### src/rtl/multicycle_control_if.sv
// Control bundle between the multicycle controller and the 8-bit datapath.
// The master side is the controller and the slave side is the datapath.
interface multicycle_control_if #(
    parameter int CNT_W = 16
);
    logic [2:0]       opcode;
    logic [2:0]       funct;
    logic             flagz;
    logic             mem_ready;

    logic [2:0]       ula_control;
    logic             alu_src_b;
    logic             ir_write;
    logic             pc_en;
    logic [1:0]       pc_src;
    logic             mem_read;
    logic             mem_write;
    logic             reg_write;
    logic             mem_to_reg;
    logic             reg_dst;
    logic             halted;
    logic             illegal;
    logic [CNT_W-1:0] instr_count;

    modport master (
        input  opcode, funct, flagz, mem_ready,
        output ula_control, alu_src_b, ir_write, pc_en, pc_src,
               mem_read, mem_write, reg_write, mem_to_reg, reg_dst,
               halted, illegal, instr_count
    );

    modport slave (
        output opcode, funct, flagz, mem_ready,
        input  ula_control, alu_src_b, ir_write, pc_en, pc_src,
               mem_read, mem_write, reg_write, mem_to_reg, reg_dst,
               halted, illegal, instr_count
    );
endinterface

### src/rtl/multicycle_control.sv
// Multicycle control unit: sequences fetch/decode/execute/memory/writeback
// for the 8-bit datapath and counts retired instructions.
//
// state    | meaning
// FETCH    | read instruction memory, load IR and PC+1 on mem_ready
// DECODE   | latch opcode/funct, dispatch or flag illegal
// EXEC     | R-type / addi ALU operation
// WB_ALU   | write ALU result to rd (R-type) or rt (addi)
// ADDR     | compute lw/sw effective address
// MEM_RD   | data memory read, wait for mem_ready
// WB_MEM   | write loaded data to rt
// MEM_WR   | data memory write, wait for mem_ready
// BRANCH   | beq compare, PC update when flagz
// JUMP     | PC <- jump target
// HALT     | idle until reset
module multicycle_control #(
    parameter int CNT_W = 16
) (
    input  logic                 clk,
    input  logic                 rst,
    multicycle_control_if.master bus
);
    typedef enum logic [3:0] {
        S_FETCH,
        S_DECODE,
        S_EXEC,
        S_WB_ALU,
        S_ADDR,
        S_MEM_RD,
        S_WB_MEM,
        S_MEM_WR,
        S_BRANCH,
        S_JUMP,
        S_HALT
    } state_t;

    localparam logic [2:0] OP_R    = 3'b000;
    localparam logic [2:0] OP_ADDI = 3'b001;
    localparam logic [2:0] OP_LW   = 3'b010;
    localparam logic [2:0] OP_SW   = 3'b011;
    localparam logic [2:0] OP_BEQ  = 3'b100;
    localparam logic [2:0] OP_J    = 3'b101;
    localparam logic [2:0] OP_HALT = 3'b111;

    localparam logic [2:0] ALU_ADD = 3'b010;
    localparam logic [2:0] ALU_SUB = 3'b110;

    state_t           r_state;
    logic [2:0]       r_op;
    logic [2:0]       r_funct;
    logic             r_illegal;
    logic [CNT_W-1:0] r_cnt;

    logic             w_funct_ok;
    logic [2:0]       w_ula;
    logic             w_srcb;
    logic             w_irw;
    logic             w_pcen;
    logic [1:0]       w_pcsrc;
    logic             w_mrd;
    logic             w_mwr;
    logic             w_rw;
    logic             w_m2r;
    logic             w_rdst;
    logic             w_halted;

    always_comb begin
        case (bus.funct)
            3'b000, 3'b001, 3'b010, 3'b110, 3'b111: w_funct_ok = 1'b1;
            default:                                w_funct_ok = 1'b0;
        endcase
    end

    always_ff @(posedge clk) begin
        if (!rst) begin
            r_state   <= S_FETCH;
            r_op      <= 3'b000;
            r_funct   <= 3'b000;
            r_illegal <= 1'b0;
            r_cnt     <= '0;
        end else begin
            case (r_state)
                S_FETCH: begin
                    if (bus.mem_ready) r_state <= S_DECODE;
                end
                S_DECODE: begin
                    r_op    <= bus.opcode;
                    r_funct <= bus.funct;
                    case (bus.opcode)
                        OP_R: begin
                            if (w_funct_ok) begin
                                r_state <= S_EXEC;
                            end else begin
                                r_illegal <= 1'b1;
                                r_state   <= S_HALT;
                            end
                        end
                        OP_ADDI:        r_state <= S_EXEC;
                        OP_LW, OP_SW:   r_state <= S_ADDR;
                        OP_BEQ:         r_state <= S_BRANCH;
                        OP_J:           r_state <= S_JUMP;
                        OP_HALT:        r_state <= S_HALT;
                        default: begin
                            r_illegal <= 1'b1;
                            r_state   <= S_HALT;
                        end
                    endcase
                end
                S_EXEC:   r_state <= S_WB_ALU;
                S_ADDR:   r_state <= (r_op == OP_LW) ? S_MEM_RD : S_MEM_WR;
                S_MEM_RD: begin
                    if (bus.mem_ready) r_state <= S_WB_MEM;
                end
                S_MEM_WR: begin
                    if (bus.mem_ready) begin
                        r_state <= S_FETCH;
                        r_cnt   <= r_cnt + 1'b1;
                    end
                end
                S_WB_ALU, S_WB_MEM, S_BRANCH, S_JUMP: begin
                    r_state <= S_FETCH;
                    r_cnt   <= r_cnt + 1'b1;
                end
                S_HALT:   r_state <= S_HALT;
                default:  r_state <= S_FETCH;
            endcase
        end
    end

    // Moore decode from state and latched op/funct; only FETCH (mem_ready)
    // and BRANCH (flagz) look at live inputs.
    always_comb begin
        w_ula    = ALU_ADD;
        w_srcb   = 1'b0;
        w_irw    = 1'b0;
        w_pcen   = 1'b0;
        w_pcsrc  = 2'b00;
        w_mrd    = 1'b0;
        w_mwr    = 1'b0;
        w_rw     = 1'b0;
        w_m2r    = 1'b0;
        w_rdst   = 1'b0;
        w_halted = 1'b0;
        case (r_state)
            S_FETCH: begin
                w_mrd  = 1'b1;
                w_irw  = bus.mem_ready;
                w_pcen = bus.mem_ready;
            end
            S_EXEC: begin
                w_ula  = (r_op == OP_R) ? r_funct : ALU_ADD;
                w_srcb = (r_op != OP_R);
            end
            S_WB_ALU: begin
                w_ula  = (r_op == OP_R) ? r_funct : ALU_ADD;
                w_srcb = (r_op != OP_R);
                w_rw   = 1'b1;
                w_rdst = (r_op == OP_R);
            end
            S_ADDR: begin
                w_srcb = 1'b1;
            end
            S_MEM_RD: begin
                w_srcb = 1'b1;
                w_mrd  = 1'b1;
            end
            S_WB_MEM: begin
                w_rw  = 1'b1;
                w_m2r = 1'b1;
            end
            S_MEM_WR: begin
                w_srcb = 1'b1;
                w_mwr  = 1'b1;
            end
            S_BRANCH: begin
                w_ula   = ALU_SUB;
                w_pcsrc = 2'b01;
                w_pcen  = bus.flagz;
            end
            S_JUMP: begin
                w_pcen  = 1'b1;
                w_pcsrc = 2'b10;
            end
            S_HALT: begin
                w_halted = 1'b1;
            end
            default: begin
                w_halted = 1'b0;
            end
        endcase
    end

    assign bus.ula_control = w_ula;
    assign bus.alu_src_b   = w_srcb;
    assign bus.ir_write    = w_irw;
    assign bus.pc_en       = w_pcen;
    assign bus.pc_src      = w_pcsrc;
    assign bus.mem_read    = w_mrd;
    assign bus.mem_write   = w_mwr;
    assign bus.reg_write   = w_rw;
    assign bus.mem_to_reg  = w_m2r;
    assign bus.reg_dst     = w_rdst;
    assign bus.halted      = w_halted;
    assign bus.illegal     = r_illegal;
    assign bus.instr_count = r_cnt;
endmodule
### src/flat_wrapper.sv
// flat-port wrapper written by rule: the top's interface ports become plain ports
module multicycle_control_flat 
#(
    parameter int CNT_W = 16
)
  (clk, rst, bus_opcode, bus_funct, bus_flagz, bus_mem_ready, bus_ula_control, bus_alu_src_b, bus_ir_write, bus_pc_en, bus_pc_src, bus_mem_read, bus_mem_write, bus_reg_write, bus_mem_to_reg, bus_reg_dst, bus_halted, bus_illegal, bus_instr_count);
  multicycle_control_if #(.CNT_W(CNT_W)) bus_i ();
  input  logic clk;
  input  logic rst;
  input wire logic [$bits(bus_i.opcode)-1:0] bus_opcode;
  input wire logic [$bits(bus_i.funct)-1:0] bus_funct;
  input wire logic [$bits(bus_i.flagz)-1:0] bus_flagz;
  input wire logic [$bits(bus_i.mem_ready)-1:0] bus_mem_ready;
  output wire logic [$bits(bus_i.ula_control)-1:0] bus_ula_control;
  output wire logic [$bits(bus_i.alu_src_b)-1:0] bus_alu_src_b;
  output wire logic [$bits(bus_i.ir_write)-1:0] bus_ir_write;
  output wire logic [$bits(bus_i.pc_en)-1:0] bus_pc_en;
  output wire logic [$bits(bus_i.pc_src)-1:0] bus_pc_src;
  output wire logic [$bits(bus_i.mem_read)-1:0] bus_mem_read;
  output wire logic [$bits(bus_i.mem_write)-1:0] bus_mem_write;
  output wire logic [$bits(bus_i.reg_write)-1:0] bus_reg_write;
  output wire logic [$bits(bus_i.mem_to_reg)-1:0] bus_mem_to_reg;
  output wire logic [$bits(bus_i.reg_dst)-1:0] bus_reg_dst;
  output wire logic [$bits(bus_i.halted)-1:0] bus_halted;
  output wire logic [$bits(bus_i.illegal)-1:0] bus_illegal;
  output wire logic [$bits(bus_i.instr_count)-1:0] bus_instr_count;
  assign bus_i.opcode = bus_opcode;
  assign bus_i.funct = bus_funct;
  assign bus_i.flagz = bus_flagz;
  assign bus_i.mem_ready = bus_mem_ready;
  assign bus_ula_control = bus_i.ula_control;
  assign bus_alu_src_b = bus_i.alu_src_b;
  assign bus_ir_write = bus_i.ir_write;
  assign bus_pc_en = bus_i.pc_en;
  assign bus_pc_src = bus_i.pc_src;
  assign bus_mem_read = bus_i.mem_read;
  assign bus_mem_write = bus_i.mem_write;
  assign bus_reg_write = bus_i.reg_write;
  assign bus_mem_to_reg = bus_i.mem_to_reg;
  assign bus_reg_dst = bus_i.reg_dst;
  assign bus_halted = bus_i.halted;
  assign bus_illegal = bus_i.illegal;
  assign bus_instr_count = bus_i.instr_count;
  multicycle_control #(.CNT_W(CNT_W)) u_core (.clk(clk), .rst(rst), .bus(bus_i));
endmodule
### config.mk
export PLATFORM = sky130hd
export DESIGN_NAME = multicycle_control_flat
export DESIGN_NICKNAME = d
export VERILOG_FILES = /design/src/rtl/multicycle_control_if.sv /design/src/rtl/multicycle_control.sv /design/src/flat_wrapper.sv
export SDC_FILE = /design/constraint.sdc
export NUM_CORES = 1
export LEC_CHECK = 0
export BUFFER_PORTS_ARGS = -buffer_cell sky130_fd_sc_hd__buf_2
export CORE_ASPECT_RATIO = 1.1
export CORE_MARGIN = 2
export CORE_UTILIZATION = 50
export DETAILED_ROUTE_END_ITERATION = 12
export PLACE_DENSITY = 0.77
export SLEW_MARGIN = 5
export SYNTH_ARGS = -nofsm -noshare
export SYNTH_HDL_FRONTEND = slang
export SYNTH_SLANG_ARGS = --single-unit
### constraint.sdc
create_clock -name clk -period 1.9 [get_ports clk]
set_input_delay 0.19 -clock clk [delete_from_list [all_inputs] [get_ports clk]]
set_output_delay 0.19 -clock clk [all_outputs]
set_load 0.01 [all_outputs]
; Yosys cells after proc, flatten, opt, wreduce, memory -nomap -nowiden
; Index checks and enable logic that the tools add are counted.
[word_totals]
regBits = 27
inputBits = 10
out_inout_bits = 31
[classes]
addsub = 1
n_eq_ne = 25
mux = 24
n_bitwise = 1
reduce_logical = 17
[ops]
columns = operator, n
row1 = one-hot mux 16 bit (2 select lines), 1
row2 = one-hot mux 4 bit (7 select lines), 1
row3 = one-hot mux 4 bit (5 select lines), 1
row4 = "adder 16 x 1 -> 16 bit, second input constant", 1
row5 = "equality test 4 x 3 -> 1 bit, second input constant", 4
row6 = 2-to-1 mux 16 bit, 1
row7 = 2-to-1 mux 4 bit, 4
row8 = "equality test 3 bit, second input constant", 5
row9 = "equality test 3 x 2 -> 1 bit, second input constant", 4
row10 = "equality test 4 bit, second input constant", 3
row11 = zero test 3 bit, 3
row12 = 2-to-1 mux 1 bit, 9
row13 = "equality test 4 x 2 -> 1 bit, second input constant", 2
row14 = "inequality test 2 bit, second input constant", 4
row15 = OR reduction 2 bit, 4
row16 = "equality test 3 x 1 -> 1 bit, second input constant", 2
row17 = one-hot mux 3 bit (2 select lines), 1
row18 = AND reduction 3 bit, 2
row19 = OR reduction 6 bit, 1
row20 = OR reduction 5 bit, 1
row21 = "equality test 4 x 1 -> 1 bit, second input constant", 1
row22 = zero test 4 bit, 1
row23 = one-hot mux 1 bit (2 select lines), 2
row24 = one-hot mux 2 bit (2 select lines), 1
row25 = 9 further kinds, 9

; Longest topological paths before layout
[depth]
depth_word = 6
mapped_depth = 7

; Worst setup path before layout
; No wires, ideal clock.
[synth_timing]
path_kind = reg-to-reg
startpoint = register u_core.r_cnt[2] (netlist: u_core.bus.instr_count[2])
endpoint = register u_core.r_cnt[12] (netlist: u_core.bus.instr_count[12])
t_arrival_ns = 1.544
required_time_ns = 1.828
slack_ns = 0.284
stages_incl_launch_ff = 6
n_path_buf = 0
synth_period_minus_slack_ns = 1.616
path_cell_list = dfxtp_1 > nand3_2 > nor3_1 > nand2_1 > or4_1 > a21oi_1
[synth_via]
elab_chain_cells = 3
[synth_rtl]
columns = item, line_no
row1 = start: declaration, multicycle_control.sv:52  ; logic [CNT_W-1:0] r_cnt;
row2 = start signal: assignment, multicycle_control.sv:117  ; r_cnt <= r_cnt + 1'b1;
row3 = start signal: assignment, multicycle_control.sv:122  ; r_cnt <= r_cnt + 1'b1;
row4 = adder 16 x 1 -> 16 bit *, "multicycle_control.sv:117, multicycle_control.sv:122"
row5 = 2-to-1 mux 16 bit, multicycle_control.sv:115  ; if (bus.mem_ready) begin
row6 = one-hot mux 16 bit (2 select lines) *, multicycle_control.sv:82  ; case (r_state)
; Mark *: on every way between the ends. The rest lies on a longest branch, timed or not. The select of a mux whose other input is x is not followed.
; A chain may end at the register's enable or synchronous reset.

; Final worst setup path
[layout_timing]
startpoint = register u_core.r_op[0]
endpoint = output bus_reg_dst
[layout_via]
elab_chain_cells = 2
[layout_rtl]
columns = item, line_no
row1 = start: declaration, multicycle_control.sv:49  ; logic [2:0] r_op;
row2 = start signal: assignment, multicycle_control.sv:87  ; r_op <= bus.opcode;
row3 = zero test 3 bit, multicycle_control.sv:158  ; w_rdst = (r_op == OP_R);
row4 = 2-to-1 mux 1 bit, multicycle_control.sv:144  ; case (r_state)
row5 = end: declaration, flat_wrapper.sv:23  ; output wire logic [$bits(bus_i.reg_dst)-1:0] bus_reg_dst;
; Every way passes these cells.

==> results.json <==
{
  "status": "completed",
  "ctsLongestPathBuffers": 2,
  "worstSetupStartpointType": "flop",
  "clkLatencyLatePin_ns": 0.34,
  "drc_errors": 0,
  "yosys-top-cells-count": "dfxtp_1, nand2_1, a21oi_1",
  "fin_crit_sh": 0.961,
  "final_nets": 243,
  "crit_slowest_cell": "or3_1",
  "wire_per_inst_microns": 13.0,
  "vias_per_cell": 5.61,
  "post_cts_buffers": 0,
  "area_growth_pct": 20.4,
  "cts_hold_buf": 0,
  "hold_violations": 0,
  "num-fill-cells": 273,
  "syn_inst": 189,
  "die_y_microns": 61.2,
  "cap_violations": 0,
  "synth_edf_count": 0,
  "arrival_ns": 1.64,
  "setup_viol_count_final": 0,
  "ant_nets": 0,
  "cts.clk_slew.worst_paths_ns": 0.17,
  "portBuffers": 40,
  "path_buf_inv": 1,
  "cts_tree": "yes",
  "hold_path_class": "primary input to flop",
  "p_leak_uw": 0.000714,
  "die_x_microns": 56.0,
  "grtUsageTotal": 0.205,
  "syn-num-nets": 200,
  "use_met2": 0.376,
  "drive_gt1_frac": 0.273,
  "worst_slew_pin_slew_ns": 0.502,
  "syn_area_sq_mm": 0.00149,
  "grt_max_degree": 19,
  "htree_levels": 1,
  "peakVddDrop_mv": 0.464,
  "dp_hpwl_mm": 2.44,
  "fin_setup_tns_ns": 0,
  "drt_first_iter_violations": 43,
  "synth.area.top_cells": "dfxtp_1, a21oi_1, nand2_1",
  "root_buffer": "clkbuf_4",
  "power.total_uw": 1180,
  "cp_max_fo": 3,
  "yosysUniqueCellTypes": 47,
  "grt_pass1_wl_mm": 5.60,
  "drv_slew": 0,
  "whs_ns": 0.0759,
  "ys_seq_elements": 27,
  "gp_congestion": 0.821,
  "finalClockSkew_ns": 0.00570,
  "antenna_found_initial": 0,
  "synth_top_area_frac": 0.363,
  "critical_path_class": "flop to output port",
  "ys_warn_count": 0,
  "crit_path_end_kind": "output port",
  "post-place-ws_ns": 0.0668,
  "grt_pass1_vias": 1277,
  "async_reset_ff_frac": 0,
  "crit_required_ns": 1.71,
  "drt_first_pass_iters": 4,
  "fin_ws_ns": 0.0734,
  "met1_usage": 0.250,
  "cts_buffers": 3,
  "seq_area_sq_um": 542,
  "dieArea_sq_mm": 0.00343,
  "yosysSeqAreaShare": 0.363,
  "postSynthAreaPerCell_sq_um": 7.87,
  "multi_input_area_sq_um": 898,
  "top_usage_layer": "met2",
  "use_met3": 0.0315,
  "yosysMostFrequentCell": "dfxtp_1",
  "rows": 20,
  "path_cells": "or3_1, nor4_1, buf_2",
  "period_minus_slack_ns": 1.83,
  "p_per_area_mw_per_mm2": 661,
  "path_delay_family": "simple AND/OR/NAND/NOR gates",
  "ys.flop_type": "dfxtp_1",
  "post-route-util": 0.639,
  "io_pins": 41,
  "crit_path_max_incr_delay_ns": 0.45,
  "wirelength_mm": 3.43,
  "slew_headroom": 0.663,
  "clkSinkCount": 27,
  "n_antenna_cell": 0,
  "fmax_ghz": 0.547,
  "grt_setup_unrepaired": "yes",
  "vias": 1480,
  "grt-ovfl-total": 0,
  "start_util": 0.531,
  "yosysTopAreaCell": "dfxtp_1",
  "core_area_sq_mm": 0.00280
}
[layer usage]
layer	wire [microns]	vias up	share of wire
met4	18	0	0.0052
li1	-	757	-
met1	1570	674	0.46
met3	206	2	0.060
met2	1640	47	0.48
met5	0	-	0
[kinds of logic (layout without fill, tap and decap cells)]
group | count (synthesis) | in the layout | share of synthesized area
buffers and inverters | 15 | 57 | 0.0488
XOR/XNOR | 6 | 6 | 0.0353
adder cells (fa/ha/maj) | 1 | 1 | 0.00841
AO/OA/AOI/OAI | 53 | 53 | 0.227
AND/OR/NAND/NOR | 86 | 86 | 0.310
multiplexers | 1 | 1 | 0.00757
flip-flops | 27 | 27 | 0.363
[worst register-to-register path, cell delays in order, from the launching register on]
cell      delay [ns]
dfxtp_1         0.40
nand2b_2        0.26
o22ai_4         0.20
o211ai_2        0.24
or3_1           0.43
a21oi_1         0.16
[placed cells by master, fill, tap and decap left out, drive strengths merged, types with 2 or more instances in the layout]
cell type	n
nand4	2
xor2	3
dfxtp	27
or3	10
o211ai	2
o22ai	2
nor3b	4
inv	5
nand2	23
clkbuf	3
nand2b	9
buf	48
xnor2	3
o21ai	14
and2	2
nor2	14
a21oi	19
nor3	12
nor4	2
o21a	6
nand3	3
[report_power, final]
| part | internal, uW | switching (uW) |
|---|---|---|
| sequential | 593 | 20.7 |
| clock | 86.1 | 195 |
| combinational | 122 | 168 |
| total | 801 | 383 |
[final timing paths]
check	cells after the start	end	slack (ns)	start
worst max-delay path	3	bus_reg_dst	0.07	u_core.r_op[0]
worst min-delay path	3	u_core.r_funct[2]	0.08	bus_funct[2]
worst max register to register	5	u_core.bus.instr_count[11]	0.14	u_core.r_state[3]
worst min register to register	2	u_core.r_funct[1]	0.46	u_core.r_funct[1]
[what timing repair did]
action / 4_1_cts / 5_1_grt
setup endpoints to repair: 3 / 4
resized for setup: 1 / 5
gates cloned: 0 / 0
pin swaps: 0 / 1
[through the flow]
stage,instances,cell area [sq um]
global route,264,1790
finish,264,1790
floorplan,189,1490
global placement,260,1740
CTS,264,1770
detailed placement,260,1740
[flip-flops by register name, indices dropped and copies added, names as in the netlist]
| signal | count |
|---|---|
| u_core.r_state | 4 |
| u_core.r_op | 3 |
| u_core.bus.instr_count | 16 |
| u_core.bus.illegal | 1 |
| u_core.r_funct | 3 |
[layout make-up]
cell class,count,share of cell area
Tap cell,33,0.0230
Clock inverter,1,0.00489
Clock buffer,3,0.0126
Multi-Input combinational cell,147,0.501
Inverter,5,0.0105
Timing Repair Buffer,48,0.145
Sequential cell,27,0.302
Power figures use the tool's default switching activity.
